[src/rtl/divider_pkg.sv]
// Shared definitions for the restoring divider: FSM state encoding and WIDTH legality.
package divider_pkg;

   typedef enum logic [1:0] {
      IDLE  = 2'd0,
      CALC  = 2'd1,
      FIXUP = 2'd2,
      DONE  = 2'd3
   } div_state_t;

   localparam int WIDTH_MIN = 2;
   localparam int WIDTH_MAX = 32;

   function automatic bit width_ok(input int w);
      return (w >= WIDTH_MIN) && (w <= WIDTH_MAX);
   endfunction

endpackage

[src/rtl/div_step.sv]
// One restoring shift-compare-subtract step on magnitudes; purely combinational.
module div_step
   import divider_pkg::*;
#(
   parameter int WIDTH = 16
) (
   input  logic [WIDTH:0]   rem,
   input  logic [WIDTH-1:0] quo,
   input  logic [WIDTH:0]   divisor,
   output logic [WIDTH:0]   rem_next,
   output logic [WIDTH-1:0] quo_next
);

   logic [WIDTH:0] rem_sh;
   // The partial remainder is always below the divisor, so its MSB is zero here.
   logic           unused_rem_msb;

   assign unused_rem_msb = rem[WIDTH];

   always_comb begin
      rem_sh = {rem[WIDTH-1:0], quo[WIDTH-1]};
      if (rem_sh >= divisor) begin
         rem_next = rem_sh - divisor;
         quo_next = {quo[WIDTH-2:0], 1'b1};
      end else begin
         rem_next = rem_sh;
         quo_next = {quo[WIDTH-2:0], 1'b0};
      end
   end

endmodule

[src/rtl/param_divider.sv]
// Multi-cycle signed/unsigned restoring divider: WIDTH iterations on magnitudes,
// then a sign fix-up; divide-by-zero bypasses the iteration.
module param_divider
   import divider_pkg::*;
#(
   parameter int WIDTH = 16
) (
   input  logic             clk,
   input  logic             reset_n,
   input  logic             start,
   input  logic             is_signed,
   input  logic [WIDTH-1:0] x,
   input  logic [WIDTH-1:0] y,
   output logic             busy,
   output logic             done,
   output logic [WIDTH-1:0] a,
   output logic [WIDTH-1:0] b,
   output logic             div_by_zero,
   output logic             overflow
);

   localparam int               CNT_W   = $clog2(WIDTH + 1);
   localparam logic [WIDTH-1:0] MIN_VAL = {1'b1, {(WIDTH-1){1'b0}}};

   if (!width_ok(WIDTH)) begin : g_width_chk
      $error("param_divider: WIDTH must be within 2..32");
   end

   function automatic logic [WIDTH-1:0] mag(input logic [WIDTH-1:0] v, input logic s);
      return (s && v[WIDTH-1]) ? (~v + WIDTH'(1)) : v;
   endfunction

   div_state_t       state_q, state_d;
   logic [WIDTH-1:0] x_q, x_d, y_q, y_d;
   logic             sgn_q, sgn_d;
   logic [WIDTH:0]   rem_q, rem_d, div_q, div_d;
   logic [WIDTH-1:0] quo_q, quo_d;
   logic [CNT_W-1:0] cnt_q, cnt_d;
   logic             zpend_q, zpend_d;
   logic             busy_q, busy_d, done_q, done_d;
   logic [WIDTH-1:0] a_q, a_d, b_q, b_d;
   logic             dz_q, dz_d, ov_q, ov_d;

   logic [WIDTH:0]   step_rem;
   logic [WIDTH-1:0] step_quo;
   logic             neg_quo, neg_rem;

   div_step #(.WIDTH(WIDTH)) u_step (
      .rem      (rem_q),
      .quo      (quo_q),
      .divisor  (div_q),
      .rem_next (step_rem),
      .quo_next (step_quo)
   );

   assign neg_quo = sgn_q & (x_q[WIDTH-1] ^ y_q[WIDTH-1]);
   assign neg_rem = sgn_q & x_q[WIDTH-1];

   always_comb begin
      state_d = state_q;
      x_d     = x_q;
      y_d     = y_q;
      sgn_d   = sgn_q;
      rem_d   = rem_q;
      div_d   = div_q;
      quo_d   = quo_q;
      cnt_d   = cnt_q;
      zpend_d = zpend_q;
      done_d  = 1'b0;
      a_d     = a_q;
      b_d     = b_q;
      dz_d    = dz_q;
      ov_d    = ov_q;
      case (state_q)
         IDLE: begin
            if (start) begin
               x_d   = x;
               y_d   = y;
               sgn_d = is_signed;
               rem_d = '0;
               quo_d = mag(x, is_signed);
               div_d = {1'b0, mag(y, is_signed)};
               cnt_d = '0;
               if (y == '0) begin
                  state_d = DONE;
                  zpend_d = 1'b1;
               end else begin
                  state_d = CALC;
               end
            end
         end
         CALC: begin
            rem_d = step_rem;
            quo_d = step_quo;
            cnt_d = cnt_q + CNT_W'(1);
            if (cnt_q == CNT_W'(WIDTH - 1)) state_d = FIXUP;
         end
         FIXUP: begin
            a_d     = neg_quo ? (~quo_q + WIDTH'(1)) : quo_q;
            b_d     = neg_rem ? (~rem_q[WIDTH-1:0] + WIDTH'(1)) : rem_q[WIDTH-1:0];
            dz_d    = 1'b0;
            ov_d    = sgn_q && (x_q == MIN_VAL) && (y_q == '1);
            done_d  = 1'b1;
            state_d = DONE;
         end
         DONE: begin
            // A zero divisor enters DONE unpublished; it publishes here and stays one more cycle.
            if (zpend_q) begin
               a_d     = '1;
               b_d     = x_q;
               dz_d    = 1'b1;
               ov_d    = 1'b0;
               done_d  = 1'b1;
               zpend_d = 1'b0;
            end else begin
               state_d = IDLE;
            end
         end
         default: state_d = IDLE;
      endcase
      busy_d = (state_d != IDLE);
   end

   always_ff @(posedge clk or negedge reset_n) begin
      if (!reset_n) begin
         state_q <= IDLE;
         x_q     <= '0;
         y_q     <= '0;
         sgn_q   <= 1'b0;
         rem_q   <= '0;
         div_q   <= '0;
         quo_q   <= '0;
         cnt_q   <= '0;
         zpend_q <= 1'b0;
         busy_q  <= 1'b0;
         done_q  <= 1'b0;
         a_q     <= '0;
         b_q     <= '0;
         dz_q    <= 1'b0;
         ov_q    <= 1'b0;
      end else begin
         state_q <= state_d;
         x_q     <= x_d;
         y_q     <= y_d;
         sgn_q   <= sgn_d;
         rem_q   <= rem_d;
         div_q   <= div_d;
         quo_q   <= quo_d;
         cnt_q   <= cnt_d;
         zpend_q <= zpend_d;
         busy_q  <= busy_d;
         done_q  <= done_d;
         a_q     <= a_d;
         b_q     <= b_d;
         dz_q    <= dz_d;
         ov_q    <= ov_d;
      end
   end

   assign busy        = busy_q;
   assign done        = done_q;
   assign a           = a_q;
   assign b           = b_q;
   assign div_by_zero = dz_q;
   assign overflow    = ov_q;

endmodule

[config.mk]
export PLATFORM = sky130hd
export DESIGN_NAME = param_divider
export DESIGN_NICKNAME = d
export VERILOG_FILES = /design/src/rtl/divider_pkg.sv /design/src/rtl/div_step.sv /design/src/rtl/param_divider.sv
export SDC_FILE = /design/constraint.sdc
export NUM_CORES = 1
export LEC_CHECK = 0
export ABC_AREA = 1
export BUFFER_PORTS_ARGS = -buffer_cell sky130_fd_sc_hd__buf_2
export CELL_PAD_IN_SITES_DETAIL_PLACEMENT = 0
export CELL_PAD_IN_SITES_GLOBAL_PLACEMENT = 2
export CORE_MARGIN = 2
export CORE_UTILIZATION = 37
export DETAILED_ROUTE_END_ITERATION = 10
export PLACE_DENSITY_LB_ADDON = 0.05
export SLEW_MARGIN = 20
export SYNTH_ARGS = -nofsm -noshare
export SYNTH_HDL_FRONTEND = slang
export SYNTH_SLANG_ARGS = --single-unit
[constraint.sdc]
create_clock -name clk -period 4.7 [get_ports clk]
set_clock_uncertainty 0.15 [all_clocks]
set_input_delay 0.47 -clock clk [delete_from_list [all_inputs] [get_ports clk]]
set_output_delay 0.47 -clock clk [all_outputs]
set_load 0.02 [all_outputs]
==> Yosys cells after proc, flatten, opt, wreduce, memory -nomap -nowiden <==
Index checks and enable logic that the tools add are counted.
{ "classes": {"addsub": 6, "mul": 0, "div_mod_pow": 0, "order_cmp": 1, "n_eq_ne": 9, "shifts": 0, "mux": 30, "bitwise_logic": 7, "reduce_logical": 14} }
{ "op_table": {"columns": ["cell", "n"], "rows": [
  ["16-bit 2-to-1 mux", 9],
  ["16-bit case mux with 2 select lines", 4],
  ["16-bit by 1-bit adder with 16-bit output (second input constant)", 4],
  ["16-bit NOT", 4],
  ["16-bit == test (second input constant)", 2],
  ["17-bit by 16-bit greater-or-equal comparator with 1-bit output", 1],
  ["16-bit zero test", 1],
  ["16-bit subtractor", 1],
  ["5-bit case mux with 2 select lines", 1],
  ["2-bit 2-to-1 mux", 4],
  ["1-bit case mux with 2 select lines", 4],
  ["2-bit case mux with 4 select lines", 1],
  ["2-bit nonzero test", 4],
  ["1-bit 2-to-1 mux", 6],
  ["2-bit inequality test (second input constant)", 3],
  ["2-bit AND reduction", 3],
  ["5-bit by 1-bit adder with 5-bit output (second input constant)", 1],
  ["5-bit by 4-bit == test with 1-bit output (second input constant)", 1],
  ["5-bit 2-to-1 mux", 1],
  ["2-bit == test (second input constant)", 2],
  ["1-bit logical AND", 4],
  ["3-bit AND reduction", 1],
  ["1-bit bitwise AND", 2],
  ["2-bit by 1-bit == test with 1-bit output (second input constant)", 1],
  ["other kinds (2)", 2]
]} }
{ "totals": {"ff_bits": 125, "latch_bits": 0, "ramBits": 0, "rom_bits": 0, "out_inout_bits": 36, "word_cells": 82, "n_memories": 0} }

==> Depth between registers and ports, before layout <==
{ "logic_depth": {"depth_word": 5, "ltp_mapped": 14, "mapped_depth_nobuf": 14} }

==> Cells and area by module <==
From an unflattened synthesis, not the netlist that was laid out.
{ "unflattened": {"cells_unflattened": 1178, "hier_area_um2": 8196.6} }
{ "modules_own_cells": {"columns": ["module", "instances", "cells_each", "area_per_inst_um2", "seq_area_each_um2"], "rows": [
  ["param_divider", 1, 861, 6548.8, 3128.0],
  ["div_step", 1, 317, 1647.8, 0.0]
]} }

==> Worst setup path before layout <==
OpenSTA, ideal clock, no wires.
{ "synth_path": {"kind": "reg2reg", "startpoint": "register quo_q[15]", "endpoint": "register rem_q[8]", "setup_ps": 124, "t_arrival_ps": 1650, "setup_slack_ps": 2776, "stages_incl_launch_ff": 12, "path_buffers": 0, "period_less_slack_ps": 1924, "cell_sequence": "dfrtp_1 inv_1 ha_1 inv_1 fa_1 nand3_1 nand2_1 a21oi_1 xor2_1 inv_1 nand3_1 nand3_1"} }
{ "synth_between": {"elab_chain_len": 3, "word_cells_on_any_way": 4, "cone_classes": "add/sub (1); order compare (1); mux (2)"} }
{ "synth_lines": {"columns": ["item", "line_no", "rtl"], "rows": [
  ["start: declaration", "param_divider.sv:37", "logic [WIDTH-1:0] quo_q, quo_d;"],
  ["start signal: assignment", "param_divider.sv:148", "quo_q <= quo_d;"],
  ["16-bit subtractor / 17-bit by 16-bit greater-or-equal comparator with 1-bit output (equally long branches)", "div_step.sv:23, div_step.sv:22", null],
  ["16-bit 2-to-1 mux *", "div_step.sv:22", "if (rem_sh >= divisor) begin"],
  ["16-bit case mux with 2 select lines *", "param_divider.sv:74", "case (state_q)"],
  ["end signal: assignment", "param_divider.sv:146", "rem_q <= rem_d;"],
  ["end: declaration", "param_divider.sv:36", "logic [WIDTH:0] rem_q, rem_d, div_q, div_d;"]
]} }
Every way passes the cells marked *; elsewhere a longest branch is shown, timed or not.
A chain may end at the register's enable or synchronous reset.

==> Final worst setup path <==
{ "layout_path": {"startpoint": "register x_q[15]", "endpoint": "register b_q[7] (netlist: b[7])"} }
{ "layout_between": {"elab_chain_len": 3} }
{ "layout_lines": {"columns": ["item", "line_no", "rtl"], "rows": [
  ["start: declaration", "param_divider.sv:34", "logic [WIDTH-1:0] x_q, x_d, y_q, y_d;"],
  ["start signal: assignment", "param_divider.sv:127", "x_q <= '0;"],
  ["start signal: assignment", "param_divider.sv:143", "x_q <= x_d;"],
  ["1-bit bitwise AND", "param_divider.sv:57", "assign neg_rem = sgn_q & x_q[WIDTH-1];"],
  ["16-bit 2-to-1 mux", "param_divider.sv:100", "b_d = neg_rem ? (~rem_q[WIDTH-1:0] + WIDTH'(1)) : rem_q[WIDTH-1:0];"],
  ["16-bit case mux with 2 select lines", "param_divider.sv:74", null],
  ["end signal: assignment", "param_divider.sv:138", "b_q <= '0;"],
  ["end signal: assignment", "param_divider.sv:154", "b_q <= b_d;"],
  ["end: declaration", "param_divider.sv:41", "logic [WIDTH-1:0] a_q, a_d, b_q, b_d;"]
]} }
No other way between the ends.

==> results.json <==
{
  "clockBufferDepth": 2,
  "slew_headroom_pct": 42.0,
  "p_total_mw": 7.26,
  "final_cell_area_um2": 8930,
  "fin_cells": 1420,
  "die_h_um": 148,
  "start_util_pct": 37.9,
  "cts_buffers": 17,
  "ys_warn_count": 0,
  "clkLatencyLatePin_ns": 0.42,
  "worst-setup-path-type": "reg -> reg",
  "ys.flop_type": "dfrtp_1",
  "syn_area_per_cell_um2": 7.17,
  "num_rows": 52,
  "synth.area.top_cells": "dfrtp_1 40%, nand2_1 14%, inv_1 6.7%",
  "clkSinkCount": 124,
  "cts_root_buffer": "clkbuf_16",
  "utilization_pct": 43.9,
  "synthArstFlopShare_pct": 100,
  "end_kind": "register",
  "syn_area_um2": 7720,
  "wire_per_inst_um": 16.8,
  "leakagePower_nw": 4.47,
  "cts.reportedPaths.clkPinSlew_ns": 0.06,
  "power.density_nw_per_um2": 813,
  "io_buffers": 71,
  "preCtsSetupSlack_ns": 2.20,
  "grt_max_degree": 60,
  "yosysSeqAreaShare_pct": 40.2,
  "synth_cells": 1076,
  "track_usage_pct": 22.5,
  "ant_nets": 0,
  "drv_cap": 0,
  "die_w_um": 148,
  "fmaxAchievable_ghz": 0.397,
  "drtPass1Iterations": 7,
  "dp_cells": 1388,
  "cp-start-kind": "register",
  "antenna_found_initial": 0,
  "grt_pass1_vias": 6858,
  "cts-htree-levels": 4,
  "multi_input_area_um2": 3910,
  "drive_gt1_share_pct": 12.8,
  "fin_crit_sh_pct": 53.6,
  "synthToLayoutAreaGrowth_pct": 15.8,
  "min_period_ns": 2.52,
  "hpwlAfterDp_um": 18100,
  "reg2reg_depth": 8,
  "grt_pass1_wl_um": 38500,
  "gp_congestion": 0.832,
  "drc": 0,
  "holdBufCountCts": 0,
  "cts_tree": "yes",
  "tns_ns": 0,
  "ir_drop_v": 0.000296,
  "num_vias": 7182,
  "status": "complete, but fails checks",
  "ff_latch_area_um2": 3100,
  "die_area_um2": 22000,
  "arrival_ns": 2.65,
  "whs_ns": -0.0157,
  "rsz0062_at_grt": "no",
  "setup_ws_ns": 2.18,
  "ctsResizeCount": 0,
  "drt_iter0_drc": 489,
  "synthDistinctLibCells": 41,
  "ys_ff_latch": 124,
  "hold_viol": 7,
  "nets": 1196,
  "post_cts_buffers": 0,
  "synth_nets": 1135,
  "core_area_um2": 20400,
  "worstMarginPinSlew_ns": 0.869,
  "wl_um": 23900,
  "setup-violations-final": 0,
  "fillers": 2149,
  "path_max_fanout": 14,
  "violations": "hold timing",
  "vias_per_cell": 5.06,
  "critPathRequiredTime_ns": 4.83,
  "synth_edf_count": 0,
  "grt_remaining_overflow": 0,
  "final_max_slew_viol_count": 0,
  "synth_top_area_share_pct": 40.2,
  "io_pins": 72,
  "placed_area_um2": 8300,
  "synth_top_area_cell": "dfrtp_1",
  "antenna_cells": 0,
  "hp-class": "in -> async"
}
[kinds of logic after synthesis]
family                     count (synthesis)  synth area share [%]
and+or+nand+nor                          562                  31.9
buffers and inverters                    181                  9.26
AOI/OAI and AO/OA                        165                  12.5
DFF                                      124                  40.2
adders and majority gates                 23                  3.83
xor gates and xnor gates                  21                  2.38
[cells in the final DEF, fill, tap and decap left out, types with 2 or more instances in the layout]
cell        count
nor2_2          5
clkinv_2        3
xor2_1         20
dfrtp_1       124
nand3_1        96
inv_6           2
buf_2          70
o21ai_0        79
o22ai_1        12
clkinv_4        2
nor3_2          4
clkinvlp_4      3
o21a_1          3
a31oi_1         7
nand4_1        32
clkbuf_16      17
bufinv_16       4
o211ai_1        8
clkinv_1        2
buf_4           7
a22oi_1        10
o221ai_1        8
inv_2           7
o21bai_1        2
nor2_4          5
nand2_2         6
inv_1         137
or2_2           6
a21oi_1        27
o21ai_1         5
nor2_1         94
nand3b_1        3
nand2_4         2
nor3_1         14
ha_1           22
nand2_1       292
[cells in the mapped netlist (2+ instances only)]
library cell  number
clkbuf_1          11
nor2_1            95
nand2_4            2
dfrtp_1          124
o21bai_1           2
o21a_1             3
nor3_2             4
inv_1            137
or2_2              6
a21oi_1           27
inv_2              7
a31oi_1            7
nand3b_1           3
o21ai_1            5
o21ai_0           79
a22oi_1           10
ha_1              22
nor2_4             4
clkinv_1           2
nor3_1            14
buf_2             22
nand4_1           32
o211ai_1           8
o22ai_1           12
o221ai_1           8
nand3_1           96
nand2_1          293
nor2_2             5
nand2_2            5
xor2_1            20
[layout make-up]
type,instances,share of cell area (%)
clock inverter,14,2.16
timing repair buffer,77,4.51
multi-input combinational,771,43.8
sequential,124,34.7
clock buffer,18,4.92
tap,270,3.78
inverter,146,6.13
[routing by layer]
metal  vias up  share of wire (%)  global-route usage (%)
met3        16                3.7                    3.90
met5         -                  0                       0
met4         0                1.2                    5.24
met1      3375                 51                    33.7
li1       3649                  -                       -
met2       142                 44                    34.1
[final timing paths]
check / from / to / slack (ns)
worst max-delay path: x_q[15] / b[7] / 2.18
worst min-delay path: reset_n / div_q[7] / -0.02
worst max register to register: x_q[15] / b[7] / 2.18
worst min register to register: div_q[15] / div_q[15] / 0.32
max in group asynchronous: reset_n / a[14] / 3.42
min in group clk: y[5] / div_q[5] / 0.14
[critical path: stages, from the launching register on]
cell	delay, ns
dfrtp_1	0.46
nand2_1	0.40
inv_1	0.34
nand2_1	0.19
o21ai_1	0.13
nor2_1	0.15
o21ai_0	0.09
o21ai_0	0.38
nand2_1	0.09
[registers in the layout, indices dropped and copies added (netlist names), 2 cells and up]
name,flops
a,16
state_q,2
quo_q,16
rem_q,16
b,16
div_q,15
x_q,16
y_q,16
cnt_q,5
[power breakdown]
part           internal, mW  leakage (nW)  switching (mW)  total, mW
Sequential             1.59          1.49           0.446       2.04
Combinational          1.28          2.68            2.53       3.82
Clock                 0.903         0.303           0.506       1.41
No activity file was read; power rests on OpenSTA's default activity.
